File: src/rtl/count_stim_pkg.sv
// count_stim_pkg: shared definitions for the count-enable stimulus generator.
//   - stim_state_e : run FSM states
//   - MIN_STABLE_DEF : shortest high/low time the downstream synchronizer
//                      plus debouncer reliably passes
//   - clamp_min    : raises a requested duration to a floor value
package count_stim_pkg;

  typedef enum logic [1:0] {
    ST_IDLE = 2'd0,
    ST_ON   = 2'd1,
    ST_OFF  = 2'd2,
    ST_FIN  = 2'd3
  } stim_state_e;

  // Downstream path: 5 cycles of synchronizer latency, a 16-cycle debounce
  // span, and 3 cycles of margin.
  localparam int SYNC_STAGES    = 5;
  localparam int DEBOUNCE_SPAN  = 16;
  localparam int STABLE_MARGIN  = 3;
  localparam int MIN_STABLE_DEF = SYNC_STAGES + DEBOUNCE_SPAN + STABLE_MARGIN;

  function automatic logic [31:0] clamp_min(input logic [31:0] v, input logic [31:0] lo);
    return (v < lo) ? lo : v;
  endfunction

endpackage

File: src/rtl/stim_timer.sv
// stim_timer: loadable down-counter with a zero flag.
//   clk, rst  : clock, synchronous active-high reset
//   load      : load load_val (has priority over dec)
//   dec       : decrement by one, saturating at zero
//   load_val  : value to load
//   zero      : counter currently equals zero
// A phase of L cycles is timed by loading L-1; zero is seen in the last cycle.
module stim_timer #(
  parameter int W = 16
) (
  input  logic         clk,
  input  logic         rst,
  input  logic         load,
  input  logic         dec,
  input  logic [W-1:0] load_val,
  output logic         zero
);

  logic [W-1:0] cnt_q;

  always_ff @(posedge clk) begin
    if (rst) begin
      cnt_q <= '0;
    end else if (load) begin
      cnt_q <= load_val;
    end else if (dec && (cnt_q != '0)) begin
      cnt_q <= cnt_q - W'(1);
    end
  end

  assign zero = (cnt_q == '0);

endmodule

File: src/rtl/count_en_stim.sv
// count_en_stim: emits a programmable number of clean enable windows so a
// debounced downstream counter advances by a known amount.
//   clk, rst     : clock, synchronous active-high reset
//   start        : one-cycle run request, honoured only in IDLE
//   abort        : terminates a run in progress; beats start in IDLE
//   num_windows  : windows to emit (latched on start)
//   on_cycles    : high time per window (latched, clamped to MIN_STABLE)
//   off_cycles   : low time after each window (latched, clamped to MIN_STABLE)
//   en_out       : registered enable drive
//   busy         : run in progress
//   done         : one-cycle pulse on normal completion
//   aborted      : one-cycle pulse after an abort
//   window_idx   : zero-based index of the current window
module count_en_stim
  import count_stim_pkg::*;
#(
  parameter int MIN_STABLE = MIN_STABLE_DEF,
  parameter int LEN_W      = 16,
  parameter int CNT_W      = 8
) (
  input  logic             clk,
  input  logic             rst,
  input  logic             start,
  input  logic             abort,
  input  logic [CNT_W-1:0] num_windows,
  input  logic [LEN_W-1:0] on_cycles,
  input  logic [LEN_W-1:0] off_cycles,
  output logic             en_out,
  output logic             busy,
  output logic             done,
  output logic             aborted,
  output logic [CNT_W-1:0] window_idx
);

  stim_state_e      state_q, state_d;
  logic [CNT_W-1:0] num_q, num_d;
  logic [LEN_W-1:0] lon_q, lon_d;
  logic [LEN_W-1:0] loff_q, loff_d;
  logic [CNT_W-1:0] idx_q, idx_d;
  logic             en_q, busy_q, done_q, aborted_q;
  logic             abort_evt;

  logic             tmr_load, tmr_dec, tmr_zero;
  logic [LEN_W-1:0] tmr_val;
  logic [LEN_W-1:0] lon_new, loff_new;

  assign lon_new  = LEN_W'(clamp_min(32'(on_cycles),  32'(MIN_STABLE)));
  assign loff_new = LEN_W'(clamp_min(32'(off_cycles), 32'(MIN_STABLE)));

  stim_timer #(.W(LEN_W)) u_timer (
    .clk      (clk),
    .rst      (rst),
    .load     (tmr_load),
    .dec      (tmr_dec),
    .load_val (tmr_val),
    .zero     (tmr_zero)
  );

  always_comb begin
    state_d   = state_q;
    num_d     = num_q;
    lon_d     = lon_q;
    loff_d    = loff_q;
    idx_d     = idx_q;
    tmr_load  = 1'b0;
    tmr_dec   = 1'b0;
    tmr_val   = lon_q - LEN_W'(1);
    abort_evt = 1'b0;

    unique case (state_q)
      ST_IDLE: begin
        // abort in IDLE has no visible effect except to drop a coincident start
        if (start && !abort) begin
          num_d  = num_windows;
          lon_d  = lon_new;
          loff_d = loff_new;
          idx_d  = '0;
          if (num_windows == '0) begin
            state_d = ST_FIN;
          end else begin
            state_d  = ST_ON;
            tmr_load = 1'b1;
            tmr_val  = lon_new - LEN_W'(1);
          end
        end
      end

      ST_ON: begin
        if (abort) begin
          state_d   = ST_IDLE;
          idx_d     = '0;
          abort_evt = 1'b1;
        end else if (tmr_zero) begin
          state_d  = ST_OFF;
          tmr_load = 1'b1;
          tmr_val  = loff_q - LEN_W'(1);
        end else begin
          tmr_dec = 1'b1;
        end
      end

      ST_OFF: begin
        if (abort) begin
          state_d   = ST_IDLE;
          idx_d     = '0;
          abort_evt = 1'b1;
        end else if (tmr_zero) begin
          if (idx_q == (num_q - CNT_W'(1))) begin
            state_d = ST_FIN;
            idx_d   = '0;
          end else begin
            state_d  = ST_ON;
            idx_d    = idx_q + CNT_W'(1);
            tmr_load = 1'b1;
            tmr_val  = lon_q - LEN_W'(1);
          end
        end else begin
          tmr_dec = 1'b1;
        end
      end

      ST_FIN: begin
        state_d = ST_IDLE;
      end

      default: state_d = ST_IDLE;
    endcase
  end

  // Outputs are registered from the next-state decode so en_out is a plain
  // flop output with no combinational path from any input.
  always_ff @(posedge clk) begin
    if (rst) begin
      state_q   <= ST_IDLE;
      num_q     <= '0;
      lon_q     <= '0;
      loff_q    <= '0;
      idx_q     <= '0;
      en_q      <= 1'b0;
      busy_q    <= 1'b0;
      done_q    <= 1'b0;
      aborted_q <= 1'b0;
    end else begin
      state_q   <= state_d;
      num_q     <= num_d;
      lon_q     <= lon_d;
      loff_q    <= loff_d;
      idx_q     <= idx_d;
      en_q      <= (state_d == ST_ON);
      busy_q    <= (state_d == ST_ON) || (state_d == ST_OFF);
      done_q    <= (state_d == ST_FIN);
      aborted_q <= abort_evt;
    end
  end

  assign en_out     = en_q;
  assign busy       = busy_q;
  assign done       = done_q;
  assign aborted    = aborted_q;
  assign window_idx = idx_q;

endmodule

File: config.mk
export PLATFORM = sky130hd
export DESIGN_NAME = count_en_stim
export DESIGN_NICKNAME = d
export VERILOG_FILES = /design/src/rtl/count_stim_pkg.sv /design/src/rtl/stim_timer.sv /design/src/rtl/count_en_stim.sv
export SDC_FILE = /design/constraint.sdc
export NUM_CORES = 1
export LEC_CHECK = 0
export ABC_AREA = 1
export ABC_CLOCK_PERIOD_IN_PS = 2600
export CORE_ASPECT_RATIO = 1.4
export CORE_MARGIN = 2
export CORE_UTILIZATION = 45
export CTS_BUF_LIST = sky130_fd_sc_hd__clkbuf_16
export CTS_CLUSTER_DIAMETER = 150
export DETAILED_ROUTE_END_ITERATION = 10
export PLACE_DENSITY = 0.72
export SETUP_SLACK_MARGIN = 0.3
export SKIP_LAST_GASP = 1
export SLEW_MARGIN = 5
export SYNTH_ARGS = -nofsm -noshare
export SYNTH_HDL_FRONTEND = slang
export SYNTH_SLANG_ARGS = --single-unit
File: constraint.sdc
create_clock -name clk -period 2.6 [get_ports clk]
set_input_delay 0.78 -clock clk [delete_from_list [all_inputs] [get_ports clk]]
set_output_delay 0.78 -clock clk [all_outputs]
set_load 0.02 [all_outputs]
==> qor.yml <==
status: "completed"
tightest_slew_ns: 0.473
grt_util_met2_pct: 47.3
layout_commonest_cell: "nand2_1"
synthFlopType: "dfxtp_1"
final_cell_count_no_fill: 1122
stdcell_area_sq_um: 7110
dieHeight_microns: 132
critPathBufInv: 6
syn_inst: 836
top_usage_layer: "met2"
cp.required_ns: 2.89
via_per_inst: 5.29
io_buffers: 55
numCtsBuffers: 9
cts_buffer_depth: 2
period_minus_slack_ns: 2.25
crit_family: "buffers and inverters"
grt_max_degree: 43
cp_slowest_cell: "dlygate4sd2_1"
finClkSkew_ns: 0.00686
p_per_area_nw_per_um2: 1020
dp_slack_ns: -0.353
cp.arrival_ns: 2.54
syn_avg_cell_area_sq_um: 6.28
synth_nets: 892
yosysSeqAreaShare_pct: 26.7
end_kind: "flip-flop"
critical_path_class: "input port to flip-flop"
final_cell_mix: "170 x nand2_1, 111 x nor2_1, 94 x inv_1"
post_dp_cell_area_sq_um: 6400
seqCellArea_sq_um: 1400
rsz0062_at_grt: "true"
synth_top_area_share_pct: 26.7
multi_input_area_sq_um: 3570
drc: 0
wirelength_mm: 16.7
floorplan.initialDensity_pct: 46.3
max_cap_viol_count: 0
grt_use_total_pct: 26.5
mappedNetlistArea_sq_um: 5250
p_sw_mw: 3.40
clock-root-buffer: "clkbuf_16"
fin_nets: 1029
internal-power_mw: 3.84
ys_async_sr_fraction_pct: 0
clk_latency_ns: 0.34
antenna_found_initial: 0
critical_path.most_common_cell: "nand2_1"
crit_path_start_kind: "input port"
slew_violations: 0
dr_total_vias: 5934
crit_fanout: 5
place.gp.congestion: 0.958
layout-drive-gt1-share_pct: 21.8
period_share_pct: 86.7
die_x_microns: 95.3
final_hold_viol_count: 0
totalPowerFinal_mw: 7.25
p_leak_nw: 3.26
grt-ovfl-total: 0
grt_pass1_vias: 5546
synth_cell_type_count: 51
synth-edff-count: 0
grt_pass1_wl_mm: 26.2
synthTopCellsByArea: "dfxtp_1 27%, nand2_1 13%, nor2_1 8.5%"
area_growth_pct: 35.4
ys_warn_count: 0
finalHoldWorstSlack_ns: 0.478
max_freq_ghz: 0.443
fillCellCount: 1081
final_util_pct: 62.7
diodes: 0
dp_hpwl_mm: 12.7
first_iter_violations: 369
place_inst: 1079
cpPeakStageDelay_ns: 0.24
cts_htree_levels: 3
die_area_sq_um: 12600
postRouteAntennaNets: 0
peakVddDrop_mv: 0.491
cts_num_sinks: 70
ios: 56
ys_seq_elements: 70
setup_viol: 0
clk_pin_slew_worst_paths_ns: 0.06
finalSetupTns_ns: 0
yosysTopAreaCell: "dfxtp_1"
worstHoldPathType: "flip-flop to flip-flop"
core_sq_um: 11300
combPwrFrac_pct: 58.8
setup_slack_ns: 0.345
row_count: 46
cts_tree: "yes"
dr.pass1.iters: 5
swShare_pct: 46.9
p_seq_share_pct: 23.2
clkPwrFrac_pct: 17.9
grt_use_met1_pct: 29.2
slew-limit-headroom_pct: 68.4
grt_use_met3_pct: 4.00
wire_per_inst_microns: 14.8
cp_cell_sequence: "dlygate4sd2_1 -> nor2_1 -> nand4_1 -> buf_4 -> nand2_4 -> clkinvlp_4 -> buf_4 -> buf_4 -> nand2_1 -> nand2_1 -> nand3_1 -> nand2_1 -> nand3_1 -> nand2_1 -> inv_1"
## registers in the layout (all words and copies together) (netlist names), 2 cells and up
signal / flops
state_q: 2
lon_q: 16
num_q: 8
loff_q: 16
window_idx: 8
u_timer.cnt_q: 16
## final timing paths
check | from | to | slack (ns) | cells past startpoint
max | num_windows[5] | u_timer.cnt_q[15] | 0.35 | 15
min | num_q[6] | num_q[6] | 0.48 | 2
max reg2reg | num_q[0] | busy | 0.37 | 17
min reg2reg | num_q[6] | num_q[6] | 0.48 | 2
## repair_timing
action,CTS,global route
gates resized for setup,43,89
setup buffers,16,11
hold buffers,0,0
endpoints found under the setup margin,18,27
pin swaps,30,57
## cell families after synthesis
kind of cell / count (synthesis) / share of synthesized area, %
XOR/XNOR: 41 / 6.84
flip-flops: 70 / 26.7
AO/OA/AOI/OAI: 164 / 18.0
adder cells (fa/ha/maj): 12 / 2.86
AND/OR/NAND/NOR: 417 / 35.3
buffers and inverters: 132 / 10.3
## power groups by stage
stage / sequential [mW] / clock [mW] / combinational (mW)
6_report: 1.68 / 1.30 / 4.26
5_1_grt: 1.72 / 1.37 / 4.73
4_1_cts: 1.67 / 1.32 / 4.01
3_5_place_dp: 1.68 / 0 / 3.93
3_3_place_gp: 1.68 / 0 / 3.91
2_1_floorplan: 1.64 / 0 / 2.90
## layer usage
layer,share of wire [%],up-vias,wire [microns]
li1,-,3003,-
met1,39,2685,6460
met2,52,188,8620
met3,4.4,58,733
met4,5.1,0,844
met5,0,-,0
## layout make-up
| type | count | area share (%) |
|---|---|---|
| tap | 144 | 2.53 |
| sequential | 70 | 19.7 |
| clock inverter | 7 | 1.25 |
| multi-input combinational | 634 | 50.3 |
| timing repair buffer | 150 | 17.2 |
| inverter | 108 | 5.88 |
| clock buffer | 9 | 3.17 |
## cells in the mapped netlist (all sizes together), types with 2 or more instances
library cell	count
o31ai	3
a31oi	3
o21ai	77
a211oi	14
nand3	60
a21oi	52
or2	2
nand2	192
nand3b	2
nand4	15
nor4	6
o21a	3
xnor2	15
ha	12
dfxtp	70
xor2	26
inv	107
o211ai	4
nor2	129
buf	10
nor3	10
clkbuf	14
## tightest hold or removal path: stages, from the launching register on
cell     delay, ns
dfxtp_1       0.31
inv_1         0.07
a21oi_1       0.05
Power figures use the tool's default switching activity.
